**config.mk**
```make
export PLATFORM = sky130hd
export DESIGN_NAME = tank_input_decoder_flat
export DESIGN_NICKNAME = d
export VERILOG_FILES = /design/src/rtl/tank_input_decoder_if.sv /design/src/rtl/tank_input_decoder.sv /design/src/flat_wrapper.sv
export SDC_FILE = /design/constraint.sdc
export NUM_CORES = 1
export LEC_CHECK = 0
export ABC_AREA = 1
export BUFFER_PORTS_ARGS = -buffer_cell sky130_fd_sc_hd__buf_2
export CORE_ASPECT_RATIO = 0.7
export CORE_MARGIN = 4
export CORE_UTILIZATION = 35
export CTS_CLUSTER_SIZE = 40
export DETAILED_ROUTE_END_ITERATION = 16
export MAX_ROUTING_LAYER = met4
export PLACE_DENSITY = 0.62
export SYNTH_ARGS = -nofsm -noshare
export SYNTH_HDL_FRONTEND = slang
export SYNTH_SLANG_ARGS = --single-unit
```
**constraint.sdc**
```tcl
create_clock -name Clk -period 5.2 [get_ports Clk]
set_input_delay 0.52 -clock Clk [delete_from_list [all_inputs] [get_ports Clk]]
set_output_delay 0.52 -clock Clk [all_outputs]
set_load 0.02 [all_outputs]
```
**src/rtl/tank_input_decoder_if.sv**
```systemverilog
// ============================================================================
// Module   : tank_input_decoder_if
// Brief    : Keycode, frame-tick and per-player fire handshake bundle between
//            the SoC/game logic and the tank input decoder.
// Revision : 1.0
// ============================================================================
`default_nettype none

interface tank_input_decoder_if;
  logic [31:0] keycode;
  logic        frame_tick;
  logic [3:0]  p1_dir;
  logic [3:0]  p2_dir;
  logic        p1_fire_req;
  logic        p2_fire_req;
  logic        p1_fire_ack;
  logic        p2_fire_ack;

  modport master (
    output keycode,
    output frame_tick,
    output p1_fire_ack,
    output p2_fire_ack,
    input  p1_dir,
    input  p2_dir,
    input  p1_fire_req,
    input  p2_fire_req
  );

  modport slave (
    input  keycode,
    input  frame_tick,
    input  p1_fire_ack,
    input  p2_fire_ack,
    output p1_dir,
    output p2_dir,
    output p1_fire_req,
    output p2_fire_req
  );
endinterface

`default_nettype wire

```
**src/rtl/tank_input_decoder.sv**
```systemverilog
// ============================================================================
// Module   : tank_input_decoder
// Brief    : HID keycode word -> debounced two-player tank directions and
//            fire request/ack handshakes with frame-based cooldown.
//            Optional macro TANK_ROLLOVER_GUARD_EN freezes the controls while
//            any keycode byte reports HID ErrorRollOver (0x01).
// Revision : 1.0
// ============================================================================
`default_nettype none

module tank_input_decoder #(
  parameter int STABLE_CYCLES   = 16,
  parameter int COOLDOWN_FRAMES = 30,
  parameter int CNT_W           = 8
) (
  input wire                  Clk,
  input wire                  Reset,
  tank_input_decoder_if.slave bus
);

  // Key vector layout per player (base p*5): +0 up, +1 down, +2 left,
  // +3 right, +4 fire. Player 1 occupies [4:0], player 2 occupies [9:5].
  localparam int              c_num_keys    = 10;
  localparam logic [79:0]     c_key_codes   = {8'h28, 8'h4F, 8'h50, 8'h51, 8'h52,
                                               8'h2C, 8'h07, 8'h04, 8'h16, 8'h1A};
  localparam logic [CNT_W-1:0] c_stable_last = CNT_W'(STABLE_CYCLES - 1);
  localparam logic [CNT_W-1:0] c_cool_load   = CNT_W'(COOLDOWN_FRAMES);
  localparam logic [CNT_W-1:0] c_cnt_max     = {CNT_W{1'b1}};

  typedef enum logic [1:0] {
    S_IDLE = 2'd0,
    S_REQ  = 2'd1,
    S_COOL = 2'd2
  } fire_state_t;

  logic [c_num_keys-1:0] w_raw_next;
  logic [c_num_keys-1:0] w_raw_load;
  logic [c_num_keys-1:0] r_raw;
  logic [c_num_keys-1:0] r_filt;
  logic [1:0]            r_fire_prev;
  logic [CNT_W-1:0]      r_stab_cnt;
  logic [3:0]            r_p1_dir;
  logic [3:0]            r_p2_dir;
  logic [1:0]            w_fire_req;

  // Opposing keys cancel each other; output order is {up,down,left,right}.
  function automatic logic [3:0] resolve_dir(input logic [3:0] k);
    logic u, d, l, r;
    u = k[0] & ~k[1];
    d = k[1] & ~k[0];
    l = k[2] & ~k[3];
    r = k[3] & ~k[2];
    return {u, d, l, r};
  endfunction

  always_comb begin
    w_raw_next = '0;
    for (int k = 0; k < c_num_keys; k++) begin
      for (int b = 0; b < 4; b++) begin
        if (bus.keycode[b*8 +: 8] == c_key_codes[k*8 +: 8]) begin
          w_raw_next[k] = 1'b1;
        end
      end
    end
  end

`ifdef TANK_ROLLOVER_GUARD_EN
  logic w_rollover;

  always_comb begin
    w_rollover = 1'b0;
    for (int b = 0; b < 4; b++) begin
      if (bus.keycode[b*8 +: 8] == 8'h01) begin
        w_rollover = 1'b1;
      end
    end
  end

  // Holding the raw vector also keeps the stability counter from clearing.
  assign w_raw_load = w_rollover ? r_raw : w_raw_next;
`else
  assign w_raw_load = w_raw_next;
`endif

  always_ff @(posedge Clk or posedge Reset) begin
    if (Reset) begin
      r_raw       <= '0;
      r_stab_cnt  <= '0;
      r_filt      <= '0;
      r_fire_prev <= '0;
    end else begin
      r_raw <= w_raw_load;
      if (w_raw_load != r_raw) begin
        r_stab_cnt <= '0;
      end else if (r_stab_cnt != c_cnt_max) begin
        r_stab_cnt <= r_stab_cnt + 1'b1;
      end
      if (r_stab_cnt == c_stable_last) begin
        r_filt <= r_raw;
      end
      r_fire_prev <= {r_filt[9], r_filt[4]};
    end
  end

  always_ff @(posedge Clk or posedge Reset) begin
    if (Reset) begin
      r_p1_dir <= '0;
      r_p2_dir <= '0;
    end else if (bus.frame_tick) begin
      r_p1_dir <= resolve_dir(r_filt[3:0]);
      r_p2_dir <= resolve_dir(r_filt[8:5]);
    end
  end

  for (genvar p = 0; p < 2; p++) begin : g_fire
    fire_state_t      r_state;
    fire_state_t      w_state_next;
    logic [CNT_W-1:0] r_cool;
    logic [CNT_W-1:0] w_cool_next;
    logic             w_edge;
    logic             w_ack;

    assign w_edge = r_filt[p*5+4] & ~r_fire_prev[p];
    assign w_ack  = (p == 0) ? bus.p1_fire_ack : bus.p2_fire_ack;

    always_ff @(posedge Clk or posedge Reset) begin
      if (Reset) begin
        r_state <= S_IDLE;
        r_cool  <= '0;
      end else begin
        r_state <= w_state_next;
        r_cool  <= w_cool_next;
      end
    end

    // Edges seen in REQ/COOL fall through unused: presses are never queued.
    always_comb begin
      w_state_next = r_state;
      w_cool_next  = r_cool;
      case (r_state)
        S_IDLE: begin
          if (w_edge) begin
            w_state_next = S_REQ;
          end
        end
        S_REQ: begin
          if (w_ack) begin
            if (COOLDOWN_FRAMES == 0) begin
              w_state_next = S_IDLE;
            end else begin
              w_state_next = S_COOL;
              w_cool_next  = c_cool_load;
            end
          end
        end
        S_COOL: begin
          if (r_cool == '0) begin
            w_state_next = S_IDLE;
          end else if (bus.frame_tick) begin
            w_cool_next = r_cool - 1'b1;
            if (r_cool == CNT_W'(1)) begin
              w_state_next = S_IDLE;
            end
          end
        end
        default: begin
          w_state_next = S_IDLE;
          w_cool_next  = '0;
        end
      endcase
    end

    assign w_fire_req[p] = (r_state == S_REQ);
  end

  assign bus.p1_dir      = r_p1_dir;
  assign bus.p2_dir      = r_p2_dir;
  assign bus.p1_fire_req = w_fire_req[0];
  assign bus.p2_fire_req = w_fire_req[1];

endmodule

`default_nettype wire

```
**src/flat_wrapper.sv**
```systemverilog
// flat-port wrapper written by rule: the top's interface ports become plain ports
module tank_input_decoder_flat 
#(
  parameter int STABLE_CYCLES   = 16,
  parameter int COOLDOWN_FRAMES = 30,
  parameter int CNT_W           = 8
)
  (Clk, Reset, bus_keycode, bus_frame_tick, bus_p1_fire_ack, bus_p2_fire_ack, bus_p1_dir, bus_p2_dir, bus_p1_fire_req, bus_p2_fire_req);
  tank_input_decoder_if bus_i ();
  input wire Clk;
  input wire Reset;
  input wire logic [$bits(bus_i.keycode)-1:0] bus_keycode;
  input wire logic [$bits(bus_i.frame_tick)-1:0] bus_frame_tick;
  input wire logic [$bits(bus_i.p1_fire_ack)-1:0] bus_p1_fire_ack;
  input wire logic [$bits(bus_i.p2_fire_ack)-1:0] bus_p2_fire_ack;
  output wire logic [$bits(bus_i.p1_dir)-1:0] bus_p1_dir;
  output wire logic [$bits(bus_i.p2_dir)-1:0] bus_p2_dir;
  output wire logic [$bits(bus_i.p1_fire_req)-1:0] bus_p1_fire_req;
  output wire logic [$bits(bus_i.p2_fire_req)-1:0] bus_p2_fire_req;
  assign bus_i.keycode = bus_keycode;
  assign bus_i.frame_tick = bus_frame_tick;
  assign bus_i.p1_fire_ack = bus_p1_fire_ack;
  assign bus_i.p2_fire_ack = bus_p2_fire_ack;
  assign bus_p1_dir = bus_i.p1_dir;
  assign bus_p2_dir = bus_i.p2_dir;
  assign bus_p1_fire_req = bus_i.p1_fire_req;
  assign bus_p2_fire_req = bus_i.p2_fire_req;
  tank_input_decoder #(.STABLE_CYCLES(STABLE_CYCLES), .COOLDOWN_FRAMES(COOLDOWN_FRAMES), .CNT_W(CNT_W)) u_core (.Clk(Clk), .Reset(Reset), .bus(bus_i));
endmodule
```
==> results of run 1 <==
layout by cell type (no fill, tap or decap), types with 9 or more instances in the layout:
master and count:
a21oi_1 9, nor3_1 13, nand4_1 9, dfrtp_1 58, ha_1 13, nand2_1 119
buf_2 46, inv_1 78, nand3_1 36, nor2_1 113, o21ai_0 28, clkbuf_16 9
how the worst max path moves through the flow:
stage | from | endpoint | slack [ns] | cells past startpoint
floorplan | Reset | u_core.bus.p1_dir[0] | 3.25 | 1
detailed placement | bus_keycode[1] | u_core.r_stab_cnt[5] | 3.19 | 14
CTS | u_core.g_fire[0].r_cool[0] | u_core.g_fire[0].r_cool[3] | 3.23 | 9
finish | u_core.g_fire[0].r_cool[0] | u_core.g_fire[0].r_cool[3] | 3.20 | 9
global placement | bus_keycode[24] | u_core.r_stab_cnt[4] | 3.23 | 12
global route | u_core.g_fire[0].r_cool[0] | u_core.g_fire[0].r_cool[6] | 3.00 | 9
critical path, cell delays in order (launching register included):
cell	delay [ns]
dfrtp_1	0.37
inv_1	0.12
ha_1	0.18
inv_1	0.06
nor3_1	0.25
nand3_1	0.16
a31oi_2	0.31
nor2_1	0.14
nand2_1	0.16
o211ai_1	0.10
power breakdown:
part | switching (mW) | leakage [nW] | total (mW) | internal, mW
clock | 0.189 | 0.156 | 0.612 | 0.423
sequential | 0.0590 | 0.787 | 0.590 | 0.531
combinational | 0.424 | 1.25 | 0.657 | 0.233
total | 0.672 | 2.19 | 1.86 | 1.19
area by class of cell:
| type | count | area [um2] | share of cell area |
|---|---|---|---|
| repair buffers | 48 | 245.2 | 0.05548 |
| inverters | 80 | 300.3 | 0.06793 |
| flip-flops and latches | 58 | 1451 | 0.3283 |
| multi-input cells | 396 | 1941 | 0.4390 |
| clock inverters | 1 | 30.03 | 0.006793 |
| well taps | 132 | 165.2 | 0.03736 |
| clock buffers | 15 | 287.8 | 0.06510 |
through the flow:
stage          hold slack, ns  cells  setup WS, ns
6_report               0.3750    730         3.200
5_1_grt                0.3959    730         3.001
4_1_cts                0.3767    730         3.229
3_5_place_dp           0.3659    714         3.187
3_3_place_gp           0.3605    714         3.228
2_1_floorplan          0.3537    537         3.252
registers in the layout, summed over array words and instances (netlist names):
signal / count
u_core.bus.p1_dir: 4
u_core.bus.p2_dir: 4
u_core.g_fire.r_cool: 16
u_core.g_fire.r_state: 4
u_core.r_filt: 10
u_core.r_fire_prev: 2
u_core.r_raw: 10
u_core.r_stab_cnt: 8
layer usage:
layer / up-vias / wire (um) / track usage
li1: 1814 / - / -
met4: 0 / 31 / 0.03253
met2: 58 / 3805 / 0.2275
met5: - / 0 / -
met3: 4 / 332 / 0.04261
met1: 1589 / 4572 / 0.2133
cells in the mapped netlist, types with 2 or more instances:
cell      number
inv_1         79
o31ai_1        8
nor4_1         3
nand4_1        9
xnor2_1        4
nand2_1      119
o21ai_0       28
dfrtp_1       58
nor2_2         7
nand3_1       36
clkbuf_1       2
nand2_2        6
o211ai_1       5
nor3_1        13
ha_1          13
nor2_1       113
o22ai_1        3
xor2_1         4
nand3b_1       5
a21oi_1        9
cell families after synthesis:
logic type,share of synthesized area
adder cells (fa/ha/maj),0.04398
XOR/XNOR,0.01894
flip-flops,0.3924
AO/OA/AOI/OAI,0.09269
multiplexers,0.003044
buffers and inverters,0.08457
AND/OR/NAND/NOR,0.3643
==> impl_metrics.env, run 1 <==
export IMPL_status="finished clean"
export IMPL_cap_violations=0
export IMPL_ys_ff_latch=58
export IMPL_grt_max_degree=59
export IMPL_worstSetupStartpointType="register"
export IMPL_initial_utilization=0.3585
export IMPL_synth_area_per_cell_um2=6.887
export IMPL_grt_pass1_vias=3265
export IMPL_worstMarginPinSlew_ns=0.7227
export IMPL_antenna_found_initial=0
export IMPL_hold_viol=0
export IMPL_grt_overflow_total=0
export IMPL_cts_hold_buffers=0
export IMPL_p_per_area_nw_per_um2=420.3
export IMPL_synth_top_cell_by_area="dfrtp_1"
export IMPL_place_congestion=0.8673
export IMPL_peakVddDrop_mv=0.2268
export IMPL_drt_wirelength_per_cell_um=11.98
export IMPL_yosysTopAreaCellShare=0.3924
export IMPL_via_per_inst=4.747
export IMPL_grtUsageTotal=0.1543
export IMPL_r2r_slack_ns=3.20
export IMPL_nets=643
export IMPL_finalClockSkew_ns=0.005254
export IMPL_maxSlewViolCount=0
export IMPL_yosysWarningCount=0
export IMPL_cts_sinks=58
export IMPL_root_buffer="clkbuf_16"
export IMPL_synth_ff_type="dfrtp_1"
export IMPL_p_leak_nw=2.189
export IMPL_place_area_um2=4103
export IMPL_grt_pass1_wl_um=14660
export IMPL_mappedNetlistNets=587
export IMPL_dpl_hpwl_um=6858
export IMPL_hold_path_depth=0
export IMPL_end_kind="register"
export IMPL_period_share=0.3847
export IMPL_cp_required_ns=5.39
export IMPL_fp_coreArea_um2=10320
export IMPL_post_route_cell_area_um2=4420
export IMPL_crit_arrival_ns=2.19
export IMPL_regToRegStartpoint="u_core.g_fire[0].r_cool[0]"
export IMPL_hp_start="u_core.r_filt[4]"
export IMPL_cts_tree="done"
export IMPL_rsz0062_at_grt="no"
export IMPL_die_h_um=94.01
export IMPL_clock_latency_ns=0.32
export IMPL_power_mw=1.858
export IMPL_drc=0
export IMPL_reg2regPathDepth=9
export IMPL_path_clk_slew_ns=0.05
export IMPL_synth_edf_count=0
export IMPL_syn_to_final_growth_pct=19.52
export IMPL_vias=3465
export IMPL_routed_wl_um=8742
export IMPL_setup_viol=0
export IMPL_antenna_left=0
export IMPL_die_area_um2=12300
export IMPL_synthesis_area_um2=3699
export IMPL_io_buffers=46
export IMPL_fp_dieW_um=130.9
export IMPL_fin_crit_ns=2.000
export IMPL_cp_max_fo=6
export IMPL_synth_cells=537
export IMPL_final_util=0.4285
export IMPL_fill_cells=1040
export IMPL_num_antenna_cells=0
export IMPL_synthTopCellsByArea="dfrtp_1 39%, nand2_1 12%, nor2_1 11%"
export IMPL_cts_buffers=9
export IMPL_worstHoldEndpoint="u_core.r_fire_prev[0]"
export IMPL_dr_pass1_iters=5
export IMPL_path_class="reg -> reg"
export IMPL_tns_ns=0
export IMPL_rr_endpoint="u_core.g_fire[0].r_cool[3]"
export IMPL_rows=31
export IMPL_first_iter_violations=259
export IMPL_synth_distinct_cells=33
export IMPL_holdCritPathClass="reg -> reg"
export IMPL_ctsResizeCount=0
export IMPL_fmax_mhz=500.0
export IMPL_ctsLongestPathBuffers=2
export IMPL_io_pins=47
export IMPL_drive_gt1_frac=0.1388
export IMPL_synthArstFlopShare=1.000
export IMPL_seq_area_frac_synth=0.3924
export IMPL_postCtsSetupRepairBufs=0
export IMPL_htreeDepth=3
export IMPL_slew_headroom=0.5182
Note: power is estimated with default switching activity, not from simulation.
==> run 2, diff against run 1 <==
clock period = 2 ns   (was 5.2 ns; I/O delays follow)
==> impl_metrics.env, run 2 (synthesized netlist as in run 1, its figures left out) <==
export IMPL_p_leak_nw=2.202
export IMPL_final_cell_mix="119 x nand2_1, 113 x nor2_1, 78 x inv_1, 58 x dfrtp_1, 46 x buf_2"
export IMPL_first_iter_violations=296
export IMPL_met1_usage=0.2107
export IMPL_cts_tree="done"
export IMPL_fmax_mhz=541.6
export IMPL_grt_pass1_vias=3275
export IMPL_dr_pass1_iters=5
export IMPL_grt_pass1_wl_um=14740
export IMPL_rsz0062_at_grt="no"
export IMPL_period_share=0.9232
export IMPL_maxSlewViolCount=0
export IMPL_num_antenna_cells=0
export IMPL_postCtsSetupRepairBufs=0
export IMPL_p_per_area_nw_per_um2=1080
export IMPL_io_buffers=46
export IMPL_antenna_found_initial=0
export IMPL_largest_reg_flops=16
export IMPL_grtUsageTotal=0.1546
export IMPL_dpl_hpwl_um=6715
export IMPL_fill_cells=1060
export IMPL_grt_overflow_total=0
export IMPL_status="finished clean"
export IMPL_die_area_um2=12300
export IMPL_cap_violations=0
export IMPL_setup_viol=0
export IMPL_holdCritPathClass="in -> reg"
export IMPL_worstSetupStartpointType="register"
export IMPL_finalClockSkew_ns=0.004439
export IMPL_drt_wirelength_per_cell_um=11.84
export IMPL_slew_headroom=0.6898
export IMPL_fp_coreArea_um2=10320
export IMPL_rows=31
export IMPL_cp_max_fo=6
export IMPL_power_mw=4.809
export IMPL_cts_sinks=58
export IMPL_routed_wl_um=8669
export IMPL_crit_path_frequent_cell="inv_1"
export IMPL_crit_arrival_ns=2.04
export IMPL_syn_to_final_growth_pct=20.43
export IMPL_grt_max_degree=59
export IMPL_grtUsageMet3=0.03466
export IMPL_top_register="u_core.g_fire.r_cool"
export IMPL_cp_required_ns=2.20
export IMPL_drc=0
export IMPL_slowest_stage="dfrtp_1"
export IMPL_cp_slowest_stage_delay_ns=0.38
export IMPL_htreeDepth=3
export IMPL_cts_buffers=9
export IMPL_tns_ns=0
export IMPL_path_depth=9
export IMPL_ctsLongestPathBuffers=2
export IMPL_hold_path_depth=4
export IMPL_place_congestion=0.9305
export IMPL_hold_viol=0
export IMPL_clock_latency_ns=0.33
export IMPL_end_kind="register"
export IMPL_antenna_left=0
export IMPL_path_cells="inv_1 > ha_1 > inv_1 > nor3_2 > nand3_1 > a31oi_4 > nor2_1 > nand2_1 > o211ai_1"
export IMPL_root_buffer="clkbuf_16"
export IMPL_grt_busiest_layer="met2"
export IMPL_fp_dieW_um=130.9
export IMPL_met2_usage=0.2296
export IMPL_die_h_um=94.01
export IMPL_initial_utilization=0.3585
export IMPL_vias=3507
export IMPL_nets=645
export IMPL_cp_num_buf_inv=2
export IMPL_reg2regPathDepth=9
export IMPL_final_common_cell="nand2_1"
export IMPL_via_per_inst=4.791
export IMPL_io_pins=47
export IMPL_critPathTopFamily="simple AND/OR/NAND/NOR gates"
export IMPL_fin_crit_ns=1.846
export IMPL_peakVddDrop_mv=0.6060
export IMPL_worstMarginPinSlew_ns=0.4648
export IMPL_whs_ns=0.2977
export IMPL_drive_gt1_frac=0.1450
export IMPL_path_clk_slew_ns=0.05
export IMPL_reg_largest_list="u_core.g_fire.r_cool x16, u_core.r_filt x10, u_core.r_raw x10"
export IMPL_path_class="reg -> reg"
-- run 2: cell types whose count changed in the layout (fill, tap and decap cells not counted) --
cell / delta
nor3_1: -2
a31oi_2: -1
clkbuf_8: +1
nor3_2: +2
clkbuf_1: -1
buf_12: +1
a31oi_4: +1
dlygate4sd3_1: +1
bufinv_16: -1
clkinv_2: +1
-- run 2: worst register-to-register path, stage by stage (launching register included) --
cell and delay (ns):
dfrtp_1 0.38, inv_1 0.13, ha_1 0.18, inv_1 0.08, nor3_2 0.19, nand3_1 0.18
a31oi_4 0.24, nor2_1 0.11, nand2_1 0.12, o211ai_1 0.11
-- run 2: where the power goes --
group          switching (mW)  internal [mW]  leakage (nW)
sequential              0.152           1.38         0.787
clock                   0.509           1.00         0.152
combinational            1.12          0.641          1.26
total                    1.78           3.02          2.20
-- run 2: layout make-up --
type,instances,area (um2),share of cell area
multi-input combinational,396,1959,0.4399
clock inverter,1,5.005,0.001124
sequential,58,1451,0.3258
tap,132,165.2,0.03708
timing repair buffer,50,275.3,0.06180
inverter,80,300.3,0.06742
clock buffer,15,297.8,0.06685
-- run 2: metrics by stage --
stage / instance area (um2) / util / setup slack, ns / cells
after floorplan: 3699 / - / 0.2980 / 537
after global placement: 4123 / 0.3996 / 0.1508 / 715
after detailed placement: 4123 / 0.3996 / 0.08300 / 715
after CTS: 4436 / 0.4299 / 0.07901 / 732
after global routing: 4454 / 0.4317 / 0.004381 / 732
final: 4454 / 0.4317 / 0.1536 / 732
-- run 2: path summary, 6_finish.rpt --
path / slack [ns] / end / start
setup / recovery: 0.15 / u_core.g_fire[0].r_cool[2] / u_core.g_fire[0].r_cool[0]
hold / removal: 0.30 / u_core.g_fire[1].r_state[0] / bus_p2_fire_ack
setup reg to reg: 0.15 / u_core.g_fire[0].r_cool[2] / u_core.g_fire[0].r_cool[0]
hold reg to reg: 0.37 / u_core.r_fire_prev[1] / u_core.r_filt[9]
max in group asynchronous: 1.27 / u_core.r_filt[5] / Reset
min in group asynchronous: 0.47 / u_core.g_fire[0].r_cool[2] / Reset
-- run 2: what timing repair did --
item / CTS / global route
hold buffers: 1 / 0
endpoints found under the setup margin: 0 / 8
endpoints found under the hold margin: 58 / 0
resized for setup: 0 / 3
-- run 2: per-layer routing --
metal,up-vias,part of all wire
met4,0,0.011
met3,10,0.061
met5,-,0
li1,1830,-
met1,1568,0.51
met2,99,0.42
==> run 3, diff against run 2 <==
RECOVER_POWER = 25   (was default)
REMOVE_ABC_BUFFERS = 1   (was default)
==> impl_metrics.env, run 3 (synthesized netlist as in run 1, its figures left out) <==
export IMPL_status="finished clean"
export IMPL_critPathLaunch="u_core.g_fire[0].r_cool[0]"
export IMPL_place_area_um2=4115
export IMPL_path_clk_slew_ns=0.05
export IMPL_dr_pass1_iters=4
export IMPL_grt_pass1_vias=3271
export IMPL_nets=646
export IMPL_setup_viol=0
export IMPL_final_util=0.4342
export IMPL_cp_required_ns=2.19
export IMPL_period_share=0.9194
export IMPL_root_buffer="clkbuf_16"
export IMPL_grt_pass1_wl_um=14320
export IMPL_clock_latency_ns=0.33
export IMPL_grt_max_degree=43
export IMPL_fin_crit_ns=1.839
export IMPL_die_h_um=94.01
export IMPL_regToRegStartpoint="u_core.g_fire[0].r_cool[0]"
export IMPL_fp_coreArea_um2=10320
export IMPL_rsz0062_at_grt="no"
export IMPL_maxSlewViolCount=0
export IMPL_reg2regPathDepth=9
export IMPL_cp_max_fo=5
export IMPL_io_pins=47
export IMPL_finalClockSkew_ns=0.006974
export IMPL_crit_path_frequent_cell="inv_1"
export IMPL_r2r_slack_ns=0.16
export IMPL_path_depth=9
export IMPL_grt_overflow_total=0
export IMPL_drt_wirelength_per_cell_um=11.53
export IMPL_critPathTopFamily="simple AND/OR/NAND/NOR gates"
export IMPL_fmax_mhz=543.9
export IMPL_first_iter_violations=256
export IMPL_via_per_inst=4.783
export IMPL_hp_start="bus_p2_fire_ack"
export IMPL_slowest_stage="dfrtp_1"
export IMPL_p_leak_nw=2.202
export IMPL_endpoint="u_core.g_fire[0].r_cool[3]"
export IMPL_cap_violations=0
export IMPL_htreeDepth=3
export IMPL_drive_gt1_frac=0.1398
export IMPL_routed_wl_um=8450
export IMPL_hold_viol=0
export IMPL_num_antenna_cells=0
export IMPL_reg_largest_list="u_core.g_fire.r_cool x16, u_core.r_filt x10, u_core.r_raw x10"
export IMPL_dpl_worst_slack_ns=0.03494
export IMPL_vias=3506
export IMPL_p_per_area_nw_per_um2=1104
export IMPL_worst_slack_ns=0.1613
export IMPL_antenna_found_initial=0
export IMPL_drc=0
export IMPL_grtUsageTotal=0.1505
export IMPL_path_class="reg -> reg"
export IMPL_holdCritPathClass="in -> reg"
export IMPL_fp_dieW_um=130.9
export IMPL_cts_tree="done"
export IMPL_path_cells="inv_1 > ha_1 > inv_1 > nor3_2 > nand3_2 > a31oi_4 > nor2_1 > nand2_1 > o211ai_1"
export IMPL_final_common_cell="nand2_1"
export IMPL_cts_sinks=58
export IMPL_io_buffers=46
export IMPL_rr_endpoint="u_core.g_fire[0].r_cool[3]"
export IMPL_ctsLongestPathBuffers=2
export IMPL_slew_headroom=0.5342
export IMPL_tns_ns=0
export IMPL_top_register="u_core.g_fire.r_cool"
export IMPL_cts_buffers=9
export IMPL_syn_to_final_growth_pct=21.11
export IMPL_final_cell_mix="119 x nand2_1, 113 x nor2_1, 79 x inv_1, 58 x dfrtp_1, 42 x buf_2"
export IMPL_worstMarginPinSlew_ns=0.6979
export IMPL_die_area_um2=12300
export IMPL_post_route_cell_area_um2=4479
export IMPL_initial_utilization=0.3585
export IMPL_place_congestion=0.9091
export IMPL_end_kind="register"
export IMPL_cp_num_buf_inv=2
export IMPL_cp_slowest_stage_delay_ns=0.38
export IMPL_antenna_left=0
export IMPL_largest_reg_flops=16
export IMPL_worstSetupStartpointType="register"
export IMPL_crit_arrival_ns=2.03
export IMPL_peakVddDrop_mv=0.4039
export IMPL_dpl_hpwl_um=6770
export IMPL_rows=31
## run 3: changes by cell type in the layout (fill, tap and decap cells not counted), moves of 2 or more
cell	change
clkbuf_8	-4
buf_2	-4
bufinv_16	+2
clkbuf_1	+4
## run 3: power breakdown
| group | leakage (nW) | internal [mW] | switching [mW] |
|---|---|---|---|
| sequential | 0.787 | 1.38 | 0.159 |
| combinational | 1.26 | 0.672 | 1.12 |
| clock | 0.156 | 1.12 | 0.498 |
## run 3: timing repair
| item | 4_1_cts | 5_1_grt |
|---|---|---|
| buffers inserted | 0 | 2 |
| hold endpoints to repair | 16 | 0 |
| setup endpoints to repair | 0 | 10 |
| hold buffers | 1 | 0 |
| gates resized for setup | 0 | 5 |
## run 3: worst min-delay path: stages
cell	delay (ns)
buf_2	0.10
o211ai_1	0.13
nand2_1	0.08
o21ai_0	0.07
## run 3: through the flow
| step | hold WS, ns | instances | power (mW) |
|---|---|---|---|
| 2_1_floorplan | 0.3537 | 534 | 2.812 |
| 3_3_place_gp | 0.2078 | 714 | 3.198 |
| 3_5_place_dp | 0.2099 | 714 | 3.219 |
| 4_1_cts | 0.2778 | 731 | 4.866 |
| 5_1_grt | 0.3083 | 733 | 5.325 |
| 6_report | 0.2997 | 733 | 4.946 |
## run 3: how the worst min path moves through the flow
stage               cells after the start  slack, ns                           to
floorplan                               0       0.35        u_core.r_fire_prev[0]
global placement                        2       0.21   u_core.g_fire[0].r_cool[6]
detailed placement                      2       0.21   u_core.g_fire[0].r_cool[7]
CTS                                     4       0.28  u_core.g_fire[1].r_state[1]
global route                            4       0.31  u_core.g_fire[1].r_state[1]
finish                                  4       0.30  u_core.g_fire[1].r_state[1]
## run 3: routing by layer
| layer | global-route usage | vias up | part of all wire |
|---|---|---|---|
| met5 | - | - | 0 |
| met4 | 0.04281 | 0 | 0.011 |
| li1 | - | 1829 | - |
| met2 | 0.2216 | 66 | 0.43 |
| met3 | 0.03807 | 11 | 0.044 |
| met1 | 0.2057 | 1600 | 0.52 |
## run 3: layout make-up
class,instances,area [um2]
Fill cell,1060,5838
Multi-Input combinational cell,396,1964
Sequential cell,58,1451
Inverter,80,300.3
Timing Repair Buffer,51,277.8
Clock buffer,11,242.7
Tap cell,132,165.2
Clock inverter,5,77.57
